--- src/rtl/s3g_tx_arbiter.sv ---
// s3g_tx_arbiter
// Shares one byte-level UART transmitter between two frame sources. Whole
// frames are granted round-robin. Each granted payload goes out as an S3G
// frame: sync 0xD5, length, payload bytes, then a Dallas/Maxim CRC-8 of the
// payload.
//
// Ports
//   clk, rst_n            system clock, async active-low reset
//   reqN_valid/len/data   frame request from port N (0 = reply, 1 = irq report)
//   reqN_ack              one-cycle pulse, request N consumed
//   tx_data, tx_wr        byte and write strobe to the UART
//   tx_done               UART finished the previous byte
//   busy                  frame in progress (grant .. CRC byte's tx_done)
//   grant                 port currently / last granted
//   err_len               one-cycle pulse, illegal-length request dropped
//
// state  | meaning
// IDLE   | arbitrate; grant cycle latches the request
// SYNC   | write 0xD5
// LEN    | write payload length
// DATA   | write top payload byte, fold into CRC, shift
// CRC    | write CRC byte
// WAIT   | hold until tx_done, then go to ret_q
module s3g_tx_arbiter #(
  parameter int MAX_LEN = 8
) (
  input  logic                 clk,
  input  logic                 rst_n,
  input  logic                 req0_valid,
  input  logic [3:0]           req0_len,
  input  logic [8*MAX_LEN-1:0] req0_data,
  output logic                 req0_ack,
  input  logic                 req1_valid,
  input  logic [3:0]           req1_len,
  input  logic [8*MAX_LEN-1:0] req1_data,
  output logic                 req1_ack,
  output logic [7:0]           tx_data,
  output logic                 tx_wr,
  input  logic                 tx_done,
  output logic                 busy,
  output logic                 grant,
  output logic                 err_len
);

  localparam logic [4:0] MAX_LEN_W = 5'(MAX_LEN);

  typedef enum logic [2:0] {
    S_IDLE,
    S_SYNC,
    S_LEN,
    S_DATA,
    S_CRC,
    S_WAIT
  } state_t;

  state_t               state_q, state_d;
  state_t               ret_q, ret_d;
  logic [8*MAX_LEN-1:0] shift_q, shift_d;
  logic [3:0]           len_q, len_d;
  logic [3:0]           cnt_q, cnt_d;
  logic [7:0]           crc_q, crc_d;
  logic                 last_q, last_d;
  logic                 grant_q, grant_d;
  logic                 ack0_q, ack0_d;
  logic                 ack1_q, ack1_d;
  logic                 err_q, err_d;

  logic                 v0, v1, sel1;
  logic [3:0]           sel_len;
  logic [8*MAX_LEN-1:0] sel_data;
  logic [7:0]           top_byte;

  function automatic logic [7:0] crc8_byte(input logic [7:0] crc, input logic [7:0] b);
    logic [7:0] c;
    c = crc ^ b;
    for (int i = 0; i < 8; i++) begin
      c = c[0] ? ((c >> 1) ^ 8'h8C) : (c >> 1);
    end
    return c;
  endfunction

  // A port whose ack is on the wire this cycle is masked, so a requester that
  // drops valid in reaction to the ack is never granted twice (matters after an
  // err_len drop, where the FSM is back in IDLE in the ack cycle).
  assign v0   = req0_valid & ~ack0_q;
  assign v1   = req1_valid & ~ack1_q;
  // On a tie the port that was not granted last wins.
  assign sel1 = v1 & (~v0 | ~last_q);

  assign sel_len  = sel1 ? req1_len  : req0_len;
  assign sel_data = sel1 ? req1_data : req0_data;
  assign top_byte = shift_q[8*MAX_LEN-1 -: 8];

  always_comb begin
    state_d = state_q;
    ret_d   = ret_q;
    shift_d = shift_q;
    len_d   = len_q;
    cnt_d   = cnt_q;
    crc_d   = crc_q;
    last_d  = last_q;
    grant_d = grant_q;
    ack0_d  = 1'b0;
    ack1_d  = 1'b0;
    err_d   = 1'b0;
    tx_wr   = 1'b0;
    tx_data = 8'h00;

    case (state_q)
      S_IDLE: begin
        if (v0 | v1) begin
          ack0_d  = ~sel1;
          ack1_d  = sel1;
          grant_d = sel1;
          last_d  = sel1;
          crc_d   = 8'h00;
          shift_d = sel_data;
          len_d   = sel_len;
          cnt_d   = sel_len;
          if ((sel_len == 4'd0) || ({1'b0, sel_len} > MAX_LEN_W)) begin
            err_d = 1'b1;
          end else begin
            state_d = S_SYNC;
          end
        end
      end
      S_SYNC: begin
        tx_wr   = 1'b1;
        tx_data = 8'hD5;
        ret_d   = S_LEN;
        state_d = S_WAIT;
      end
      S_LEN: begin
        tx_wr   = 1'b1;
        tx_data = {4'h0, len_q};
        ret_d   = S_DATA;
        state_d = S_WAIT;
      end
      S_DATA: begin
        tx_wr   = 1'b1;
        tx_data = top_byte;
        crc_d   = crc8_byte(crc_q, top_byte);
        shift_d = shift_q << 8;
        cnt_d   = cnt_q - 4'd1;
        ret_d   = (cnt_d == 4'd0) ? S_CRC : S_DATA;
        state_d = S_WAIT;
      end
      S_CRC: begin
        tx_wr   = 1'b1;
        tx_data = crc_q;
        ret_d   = S_IDLE;
        state_d = S_WAIT;
      end
      S_WAIT: begin
        if (tx_done) begin
          state_d = ret_q;
        end
      end
      default: state_d = S_IDLE;
    endcase
  end

  always_ff @(posedge clk or negedge rst_n) begin
    if (!rst_n) begin
      state_q <= S_IDLE;
      ret_q   <= S_IDLE;
      shift_q <= '0;
      len_q   <= 4'd0;
      cnt_q   <= 4'd0;
      crc_q   <= 8'h00;
      last_q  <= 1'b1;
      grant_q <= 1'b0;
      ack0_q  <= 1'b0;
      ack1_q  <= 1'b0;
      err_q   <= 1'b0;
    end else begin
      state_q <= state_d;
      ret_q   <= ret_d;
      shift_q <= shift_d;
      len_q   <= len_d;
      cnt_q   <= cnt_d;
      crc_q   <= crc_d;
      last_q  <= last_d;
      grant_q <= grant_d;
      ack0_q  <= ack0_d;
      ack1_q  <= ack1_d;
      err_q   <= err_d;
    end
  end

  assign req0_ack = ack0_q;
  assign req1_ack = ack1_q;
  assign err_len  = err_q;
  assign grant    = grant_q;
  assign busy     = (state_q != S_IDLE);

endmodule

--- config.mk ---
export PLATFORM = sky130hd
export DESIGN_NAME = s3g_tx_arbiter
export DESIGN_NICKNAME = d
export VERILOG_FILES = /design/src/rtl/s3g_tx_arbiter.sv
export SDC_FILE = /design/constraint.sdc
export NUM_CORES = 1
export LEC_CHECK = 0
export CORE_MARGIN = 3
export CORE_UTILIZATION = 45
export CTS_CLUSTER_DIAMETER = 120
export DETAILED_ROUTE_END_ITERATION = 7
export GPL_TIMING_DRIVEN = 0
export PLACE_DENSITY = 0.75
export SYNTH_ARGS = -nofsm -noshare
export SYNTH_HDL_FRONTEND = slang
export SYNTH_SLANG_ARGS = --single-unit
--- constraint.sdc ---
create_clock -name clk -period 2.4 [get_ports clk]
set_input_delay 0.48 -clock clk [delete_from_list [all_inputs] [get_ports clk]]
set_output_delay 0.48 -clock clk [all_outputs]
set_load 0.01 [all_outputs]
---- Word level (Yosys, flattened, before mapping) ----
Index checks and enable logic that the tools add are counted.
word-level totals
  register bits ........................... 91
  bits of input ports ..................... 141
  output and inout bits ................... 14
  logic and storage cells ................. 82
cells by class
  $add $sub $neg .......................... 1
  magnitude comparators ................... 1
  equal/unequal tests ..................... 8
  multiplexer cells ....................... 31
  bitwise logic cells ..................... 19
  reductions and logical operators ........ 11
operators by type and width
  cell                                                  number
  two-way mux 64 bit                                    2
  case mux 64 bit (2 select lines)                      1
  two-way mux 8 bit                                     9
  case mux 8 bit (4 select lines)                       1
  inverter 2 -> 3 bit                                   8
  case mux 8 bit (2 select lines)                       1
  two-way mux 3 bit                                     4
  case mux 3 bit (4 select lines)                       1
  case mux 3 bit (3 select lines)                       1
  zero test 4 bit                                       2
  two-way mux 1 bit                                     8
  two-way mux 4 bit                                     2
  case mux 4 bit (2 select lines)                       1
  XOR 8 bit                                             1
  equality test 3 x 2 -> 1 bit (second input constant)  2
  equality test 3 bit (second input constant)           2
  inequality test 2 bit (second input constant)         3
  inverter 1 bit                                        5
  > comparator 4 bit (second input constant)            1
  AND reduction 2 bit                                   2
  nonzero test 4 bit                                    1
  OR reduction 4 bit                                    1
  subtractor 4 x 1 -> 4 bit (second input constant)     1
  bitwise AND 1 bit                                     3
  other kinds (7)                                       8

---- Longest topological paths before layout ----
Gate-level depths: netlist of run 1.
  depth after elaboration ................. 18
  depth in mapped cells ................... 7
  mapped depth without buffers ............ 6

---- Least setup slack after synthesis of run 1 ----
No wires, ideal clock.
  path kind ............................... reg-to-output
  start point ............................. register state_q[1]
  end point ............................... output tx_data[5]
  arrival time ............................ 1434 ps
  required time ........................... 1920 ps
  setup slack ............................. 486 ps
  cell stages (with the launch flop) ...... 6
  buffers on the path ..................... 3
  cell sequence ........................... dfrtp_1 > buf_2 > and3b_1 > clkbuf_1 > buf_1 > a22o_1
on the way
  longest elaborated chain between the ends .. 2
  elaborated cells on any way between the ends .. 5
  classes of those cells .................. 4 x eq/ne; 1 x mux
RTL lines
  item                                         RTL line  text
  from (decl)                                  56        state_t state_q, state_d;
  from (signal assigned)                       177       state_q <= state_d;
  equality test 3 bit (tied with other cells)  109       case (state_q)
  case mux 8 bit (4 select lines) (*)          109
  to (decl)                                    37        output logic [7:0] tx_data,
Every way passes the cells marked *; elsewhere a longest branch is shown, timed or not.

---- Final worst setup path of run 1 ----
  start point ............................. register state_q[1]
  end point ............................... output tx_data[7]
Same word-level chain as after synthesis.

==> flow_summary.toml, run 1 <==
[setup_path]
path_class = "reg2out"
cp_top_family = "buffers and inverters"
worst_path_largest_cell_delay_ns = 0.53
arrival_ns = 1.87
required_ns = 1.92
start_kind = "register"
critPathCaptureType = "output pin"
crit_path_max_fanout = 10
slowest_stage = "clkdlybuf4s50_1"
crit_chain = "buf_4 > nand2b_4 > nor2_4 > a22o_1 > clkdlybuf4s50_1"
path_buf_inv = 2

[global_routing]
antenna_found_initial = 0
grt.overflow.total = 0
grt_max_degree = 72
track_usage = 0.243
grt_first_pass_wirelength_um = 24500
grt_pass1_vias = 4875

[placed_design]
dp_cells = 815
dp.final_hpwl_um = 11600
dpl_worst_slack_ns = -0.442
portBuffers = 154
gp_congestion = 0.865

[drt]
met2WireLength_um = 7780
wire_per_inst_um = 18.3
wl_met3_um = 988
wl_met1_um = 6240
dr.pass1.iters = 5
routed_wl_um = 15300
first_iter_violations = 391
vias = 4801
route.detailed.drc = 0
viasPerCell = 5.74
top_layer = "met4"
detail-route-antenna-nets = 0

[floorplan]
row_count = 38
fp.coreArea_mm2 = 0.0110
dieArea_mm2 = 0.0127
dieHeight_um = 113
initial_core_util = 0.465
ios = 155
die_x_um = 113

[pwr]
total_power_uw = 8090
p_comb_frac = 0.480
p_seq_frac = 0.340
clkPwrFrac = 0.180
peakVddDrop_mv = 0.655
p_switching_uw = 2980
p_leak_uw = 0.00328
power_density_mw_per_mm2 = 1110
p_int_uw = 5110
p_sw_frac = 0.368

[clocking]
clockBufferDepth = 2
cts_tree = "yes"
clkSlewWorstSetupHoldPaths_ns = 0.07
insertion_delay_ns = 0.34
cts_sinks = 91
cts_root_buffer = "clkbuf_16"
h-tree-depth = 3
numCtsBuffers = 9

[yosys]
ys_warn_count = 0
seq_area_frac_synth = 0.446
synth_ff_type = "dfrtp_1"
syn_avg_cell_area_um2 = 9.82
syn_nets = 663
synth_edf_count = 0
ys_top_cells_by_area = "dfrtp_1, mux2i_1, nand3_1"
netlist_area_mm2 = 0.00511
yosysTopAreaCell = "dfrtp_1"
syn_inst = 520
synth.distinct_cells = 48
async_flop_share = 1.00
synth_top_area_share = 0.441
synth_seq_cells = 91

[finish]
fin_util = 0.662
most-common-layout-cells = "clkdlybuf4s50_1, dfrtp_1, mux2i_1"
num_antenna_cells = 0
area_delta_synth_final_pct = 42.5
fin_nets = 835
finalNonFillerCells = 837
drive_gt1_frac = 0.0732
nFillCells = 866
final_common_cell = "clkdlybuf4s50_1"

[sta]
period_share = 0.981
fin_hold_ws_ns = 0.0372
max_freq_mhz = 425
maxSlewViolCount = 0
tightest_slew_ns = 0.571
fin_crit_ns = 2.35
hold_viol_final = 0
relSlewSlack = 0.619
setup_viol = 0
setup_slack_ns = 0.0462
fin_skew_ns = 0.00666

[run_status]
outcome = "finished clean"

[hold_path]
min_path_type = "in2async"

[run]
max_cap_violations = 0
routing by layer:
layer	up-vias	GRT usage
li1	2249	-
met1	2324	0.311
met2	205	0.425
met3	23	0.0404
met4	0	0.0665
met5	-	0
power groups by stage:
stage / Combinational [uW] / Clock, uW / Sequential [uW]
after floorplan: 2710 / 0 / 2590
after global placement: 3630 / 0 / 2710
after detailed placement: 3770 / 0 / 2740
after CTS: 3810 / 1450 / 2730
after global routing: 4270 / 1530 / 2810
final: 3880 / 1460 / 2750
synth_stat cells (3+ instances only):
master / n
o22ai_1: 3
nand2b_1: 6
dfrtp_1: 90
nand3b_1: 3
nor2b_1: 4
a21oi_1: 7
nor3_1: 3
o31a_1: 3
buf_1: 8
clkbuf_1: 20
a21o_1: 3
a22o_1: 4
a22oi_1: 3
buf_2: 11
nand3_1: 69
o211ai_1: 40
nor4_1: 3
o221ai_1: 19
o21ai_0: 24
inv_1: 14
nor2_1: 8
xnor2_1: 15
o21a_1: 3
mux2i_1: 70
nand2_1: 59
worst paths after layout:
path / cells past startpoint / to / startpoint / slack (ns)
max: 5 / tx_data[7] / state_q[1]$_DFFE_PN0P_ / 0.05
max reg2reg: 6 / shift_q[37]$_DFFE_PN0P_ / last_q$_DFFE_PN1P_ / 0.25
min in group clk: 1 / len_q[3]$_DFFE_PN0P_ / len_q[3]$_DFFE_PN0P_ / 0.48
min: 1 / crc_q[3]$_DFFE_PN0P_ / rst_n / 0.04
max in group asynchronous: 2 / last_q$_DFFE_PN1P_ / rst_n / 1.72
min reg2reg: 1 / len_q[3]$_DFFE_PN0P_ / len_q[3]$_DFFE_PN0P_ / 0.48
sequential cells by signal, indices dropped and copies added, names as in the netlist:
register  cells
last_q        1
err_len       1
state_q       3
shift_q      64
cnt_q         4
crc_q         8
req1_ack      1
req0_ack      1
len_q         4
ret_q         3
grant         1
timing repair:
action,CTS,global route
setup buffers,0,7
endpoints found under the hold margin,0,0
hold buffers,0,0
endpoints found under the setup margin,9,43
gates resized for setup,21,6
pin swaps,0,2
stage by stage:
stage | setup TNS [ns] | area (um2)
finish | 0 | 7280
detailed placement | -15.08 | 6850
global placement | -230.40 | 6820
global route | -0.00207 | 7280
floorplan | 0 | 5110
CTS | -0.0764 | 7200
cells by family after synthesis:
kind of cell    Yosys count  share of synthesized area
xor+xnor                 20                     0.0444
simple gates            160                      0.149
mux                      70                      0.137
fa+ha+maj                 2                    0.00490
buf+inv                  57                     0.0502
compound gates          120                      0.168
flops                    91                      0.446
final cells by class:
class,instances,area (um2),area share
Inverter,14,52.6,0.00722
Timing Repair Buffer,162,1620,0.223
Clock buffer,13,260,0.0358
Multi-Input combinational cell,372,2600,0.358
Clock inverter,3,46.3,0.00636
Buffer,42,238,0.0327
Tap cell,140,175,0.0241
Sequential cell,91,2280,0.313
No activity file was read; power rests on OpenSTA's default activity.
==> inputs of run 2 (changes only) <==
Settings changed: ABC_AREA set to 1, CORE_UTILIZATION 45 to 35, PLACE_DENSITY 0.75 to 0.6.
==> run 2 against run 1 <==
Compared with the run above: combinational power up 13%; via count up 4.4%; synthesized cell count up 22%; sequential power about the same; cell area up 1.9%; routed wire length up 7.7%; sequential share of layout area down 0.57 points; largest power group unchanged; largest cell class unchanged; non-clock buffer count down 9; final cell count up 19%.
==> flow_summary.toml, run 2 <==
[placed_design]
gp_congestion = 0.908
dp.final_hpwl_um = 12900
portBuffers = 154

[yosys]
seq_area_frac_synth = 0.436
yosysTopAreaCell = "dfrtp_1"
synth_edf_count = 0
synth_top_area_share = 0.431
syn_inst = 634
async_flop_share = 1.00
netlist_area_mm2 = 0.00523
synth_commonest_cells = "nand2_1, nor2_1, dfrtp_1"
post-synth-top-count-cell = "nand2_1"
ys_top_cells_by_area = "dfrtp_1, nand2_1, nor2_1"
synth_seq_cells = 91
syn_nets = 777
syn_avg_cell_area_um2 = 8.25
ys_warn_count = 0
synth.distinct_cells = 39
synth_ff_type = "dfrtp_1"

[finish]
most-common-layout-cells = "nand2_1, clkdlybuf4s50_1, nor2_1"
fin_nets = 948
final_common_cell = "nand2_1"
drive_gt1_frac = 0.125
top_regs = "shift_q x64, crc_q x8"
final-seq-area_mm2 = 0.00228
num_antenna_cells = 0
multi_input_area_mm2 = 0.00256
largest_register_ffs = 64
fin_util = 0.508
area_delta_synth_final_pct = 41.7
largest_register = "shift_q"
nFillCells = 1418

[drt]
first_iter_violations = 266
detail-route-antenna-nets = 0
route.detailed.drc = 0
dr.pass1.iters = 4
routed_wl_um = 16500
wire_per_inst_um = 16.5
vias = 5014
viasPerCell = 5.04

[clocking]
numCtsBuffers = 9
clockBufferDepth = 2
cts_tree = "yes"
h-tree-depth = 3
cts_root_buffer = "clkbuf_16"
clkSlewWorstSetupHoldPaths_ns = 0.06
cts_sinks = 91
insertion_delay_ns = 0.35

[sta]
fin_crit_ns = 2.35
maxSlewViolCount = 0
period_share = 0.977
hold_viol_final = 0
rsz0062_at_grt = "yes"
tns_ns = 0
tightest_slew_ns = 0.608
max_freq_mhz = 426
relSlewSlack = 0.595
setup_viol = 0
fin_skew_ns = 0.00852

[setup_path]
rrSetupSlack_ns = 0.52
arrival_ns = 1.87
critPathCaptureType = "output pin"
start_kind = "register"
crit_path_max_fanout = 4
worstRegToRegCells = 6
path_class = "reg2out"
r2r_start = "last_q$_DFFE_PN1P_"
r2r-end = "shift_q[8]$_DFFE_PN0P_"
required_ns = 1.92

[global_routing]
grt.overflow.total = 0
track_usage = 0.202
grt_first_pass_wirelength_um = 26300
antenna_found_initial = 0
grt_max_degree = 49
grt_pass1_vias = 5309

[floorplan]
initial_core_util = 0.358
row_count = 44
fp.coreArea_mm2 = 0.0146
die_x_um = 128
dieArea_mm2 = 0.0164
dieHeight_um = 128
ios = 155

[run]
max_cap_violations = 0

[pwr]
power_density_mw_per_mm2 = 1150
p_leak_uw = 0.00333
peakVddDrop_mv = 0.510

[run_status]
outcome = "finished clean"

[hold_path]
min_path_type = "in2async"
-- run 2: changes by cell type after synthesis, moves of 10 or more --
cell      previous run  this run
o311ai_2             0        24
inv_1               14        43
xnor2_1             15         5
buf_6                0        11
clkbuf_1            20         7
nor2_1               8       116
o311ai_1             0        23
o211ai_1            40         6
mux2i_1             70         8
nand2_1             59       188
nand3_1             69        18
-- run 2: cells by family (layout without fill, tap and decap cells) --
family | count (synthesis) | after routing | share of synthesized area
multiplexers | 8 | 8 | 0.0153
XOR/XNOR | 11 | 11 | 0.0184
flip-flops | 91 | 91 | 0.436
buffers and inverters | 84 | 260 | 0.0830
AO/OA/AOI/OAI | 99 | 99 | 0.180
AND/OR/NAND/NOR | 339 | 339 | 0.263
adder cells (fa/ha/maj) | 2 | 2 | 0.00479
-- run 2: worst max-delay path, stage by stage, from the launching register on --
cell and delay [ns]:
dfrtp_1 0.41, inv_2 0.11, nor3_4 0.28, nor3_4 0.09, inv_1 0.09, clkdlybuf4s50_1 0.54
-- run 2: metal layers --
metal	GRT usage	part of all wire
met3	0.0321	0.051
met1	0.271	0.44
met2	0.332	0.49
met5	0	0
met4	0.0693	0.020
-- run 2: worst max path at each step --
stage / from / to / slack (ns) / cells past startpoint
3_3_place_gp: rst_n / shift_q[7]$_DFFE_PN0P_ / -2.65 / 1
2_1_floorplan: state_q[2]$_DFFE_PN0P_ / tx_data[0] / 0.66 / 6
5_1_grt: state_q[1]$_DFFE_PN0P_ / tx_wr / -0.05 / 6
3_5_place_dp: state_q[2]$_DFFE_PN0P_ / tx_data[1] / -0.18 / 7
6_report: state_q[0]$_DFFE_PN0P_ / tx_wr / 0.05 / 5
4_1_cts: state_q[2]$_DFFE_PN0P_ / tx_data[2] / 0.008 / 8
-- run 2: area by class of cell --
type | instances | share of cell area
plain buffers | 34 | 0.0349
clock buffers | 15 | 0.0388
clock inverters | 1 | 0.000675
inverters | 49 | 0.0258
multi-input cells | 459 | 0.345
flip-flops and latches | 91 | 0.308
well taps | 184 | 0.0311
repair buffers | 161 | 0.216
-- run 2: per-stage QoR --
stage	hold slack [ns]	worst slack [ns]	cells	instance area (um2)	total power [uW]
after detailed placement	0.467	-0.176	973	7030	7070
after floorplan	0.184	0.661	634	5230	5650
final	0.138	0.0548	994	7410	8530
after global placement	0.466	-2.65	972	7000	6940
after global routing	0.184	-0.0467	994	7410	9210
after CTS	0.160	0.00781	992	7390	8560
-- run 2: repair_timing --
action / CTS / global route
gates cloned: 0 / 0
buffers inserted: 4 / 2
hold buffers: 0 / 0
setup endpoints to repair: 9 / 5
gates resized for setup: 27 / 8
pin swaps: 2 / 3
-- run 2: power by group --
group,internal [uW],switching [uW]
clock network,816,588
registers,2270,484
logic,1950,2420
total,5040,3490
==> inputs of run 3 (changes only) <==
Settings changed: REMOVE_ABC_BUFFERS set to 1.
==> run 3 against run 2 <==
Compared with the run above: sequential share of layout area up 0.33 points; final cell count shrank 2.4%; global-route usage shrank 0.80 points; routed wire length is 4.2% lower; sequential cell count unchanged; largest cell class unchanged; via count is 1.2% lower; clock power is 6% lower; fmax up 0.58%; register-to-register slack worse by 0.27 ns; utilization is 0.49 points lower; highest routed layer unchanged.
==> flow_summary.toml, run 3 (synthesis results as in run 2) <==
[placed_design]
portBuffers = 154
dp.final_hpwl_um = 9760
placed_cell_area_mm2 = 0.00678
gp_congestion = 0.809

[global_routing]
grt_max_degree = 74
antenna_found_initial = 0
grt_pass1_vias = 5125
grt_first_pass_wirelength_um = 25300
track_usage = 0.194
grt.overflow.total = 0

[floorplan]
fp.coreArea_mm2 = 0.0146
row_count = 44
dieHeight_um = 128
ios = 155
die_x_um = 128
initial_core_util = 0.358
dieArea_mm2 = 0.0164

[clocking]
clkSlewWorstSetupHoldPaths_ns = 0.06
postCtsHoldBufs = 0
cts_sinks = 91
cts_root_buffer = "clkbuf_16"
h-tree-depth = 3
clockBufferDepth = 2
insertion_delay_ns = 0.35
numCtsBuffers = 9
cts_tree = "yes"

[sta]
maxSlewViolCount = 0
fin_skew_ns = 0.00630
tightest_slew_ns = 0.924
max_freq_mhz = 429
setup_viol = 0
tns_ns = 0
hold_viol_final = 0
relSlewSlack = 0.383
period_share = 0.972
fin_crit_ns = 2.33
rsz0062_at_grt = "yes"

[pwr]
p_seq_frac = 0.324
p_sw_frac = 0.418
power_density_mw_per_mm2 = 1140
peakVddDrop_mv = 0.449
clkPwrFrac = 0.156
p_leak_uw = 0.00324
p_switching_uw = 3510
p_int_uw = 4880
p_comb_frac = 0.520

[drt]
route.detailed.drc = 0
detail-route-antenna-nets = 0
dr.pass1.iters = 4
vias = 4956
viasPerCell = 5.11
routed_wl_um = 15800
first_iter_violations = 285
wire_per_inst_um = 16.2

[setup_path]
start_kind = "register"
arrival_ns = 1.85
path_class = "reg2out"
required_ns = 1.92
crit_path_max_fanout = 16
worstRegToRegCells = 7
critPathCaptureType = "output pin"

[finish]
num_antenna_cells = 0
final_common_cell = "nand2_1"
largest_register_ffs = 64
most-common-layout-cells = "nand2_1, clkdlybuf4s50_1, nor2_1"
drive_gt1_frac = 0.116
design_area_mm2 = 0.00734
fin_nets = 926
fin_util = 0.503
top_regs = "shift_q x64, crc_q x8"
area_delta_synth_final_pct = 40.4
largest_register = "shift_q"

[hold_path]
min_path_type = "in2async"

[run]
max_cap_violations = 0

[run_status]
outcome = "finished clean"
[run 3: cell count changes in the layout (fill, tap and decap cells not counted), moves of 3 or more]
cell | before | now
clkbuf_1 | 9 | 0
nand2_8 | 0 | 3
buf_2 | 10 | 2
inv_6 | 0 | 3
inv_4 | 3 | 0
buf_6 | 13 | 3
[run 3: power groups by stage]
stage	Clock, uW	Sequential, uW	Combinational (uW)
6_report	1310	2720	4360
5_1_grt	1400	2810	4870
4_1_cts	1350	2710	4290
3_5_place_dp	0	2720	3980
3_3_place_gp	0	2710	3870
2_1_floorplan	0	2620	2760
[run 3: final timing paths]
path / from / to / slack [ns]
worst max-delay path: state_q[2]$_DFFE_PN0P_ / tx_data[1] / 0.07
worst min-delay path: rst_n / state_q[0]$_DFFE_PN0P_ / 0.13
worst max register to register: state_q[1]$_DFFE_PN0P_ / cnt_q[3]$_DFFE_PN0P_ / 0.25
worst min register to register: last_q$_DFFE_PN1P_ / last_q$_DFFE_PN1P_ / 0.48
max in group asynchronous: rst_n / shift_q[43]$_DFFE_PN0P_ / 1.61
min in group clk: last_q$_DFFE_PN1P_ / last_q$_DFFE_PN1P_ / 0.48
[run 3: final cells by class]
| cell class | count | area (um2) |
|---|---|---|
| Clock buffer | 11 | 253 |
| Clock inverter | 3 | 15.0 |
| Fill cell | 1390 | 7250 |
| Inverter | 49 | 219 |
| Multi-Input combinational cell | 462 | 2650 |
| Sequential cell | 91 | 2280 |
| Tap cell | 184 | 230 |
| Timing Repair Buffer | 170 | 1690 |
[run 3: timing repair]
action                                  in CTS  in global routing
cloned                                       3                  0
setup buffers                               12                  3
endpoints found under the setup margin      90                 53
pin swaps                                    4                  1
gates resized for setup                     43                  9
[run 3: stage by stage]
step / hold slack, ns / total power (uW) / setup WS, ns / cells
detailed placement: 0.471 / 6700 / -0.893 / 938
global route: 0.170 / 9080 / -0.00788 / 970
floorplan: 0.184 / 5380 / 0.0283 / 599
CTS: 0.158 / 8350 / 0.00432 / 967
global placement: 0.468 / 6580 / -2.65 / 937
finish: 0.133 / 8390 / 0.0683 / 970
[run 3: layer usage]
| layer | vias to the layer above | wire length [um] | global-route usage |
|---|---|---|---|
| li1 | 2419 | - | - |
| met1 | 2395 | 6690 | 0.240 |
| met4 | 0 | 156 | 0.0456 |
| met2 | 128 | 7960 | 0.335 |
| met5 | - | 0 | 0 |
| met3 | 14 | 958 | 0.0558 |
[run 3: critical path: stages (launching register included)]
cell             delay [ns]
dfrtp_2                0.44
nor2_4                 0.18
inv_6                  0.08
nor2_8                 0.12
buf_6                  0.14
inv_6                  0.10
o221ai_2               0.17
clkdlybuf4s15_2        0.25
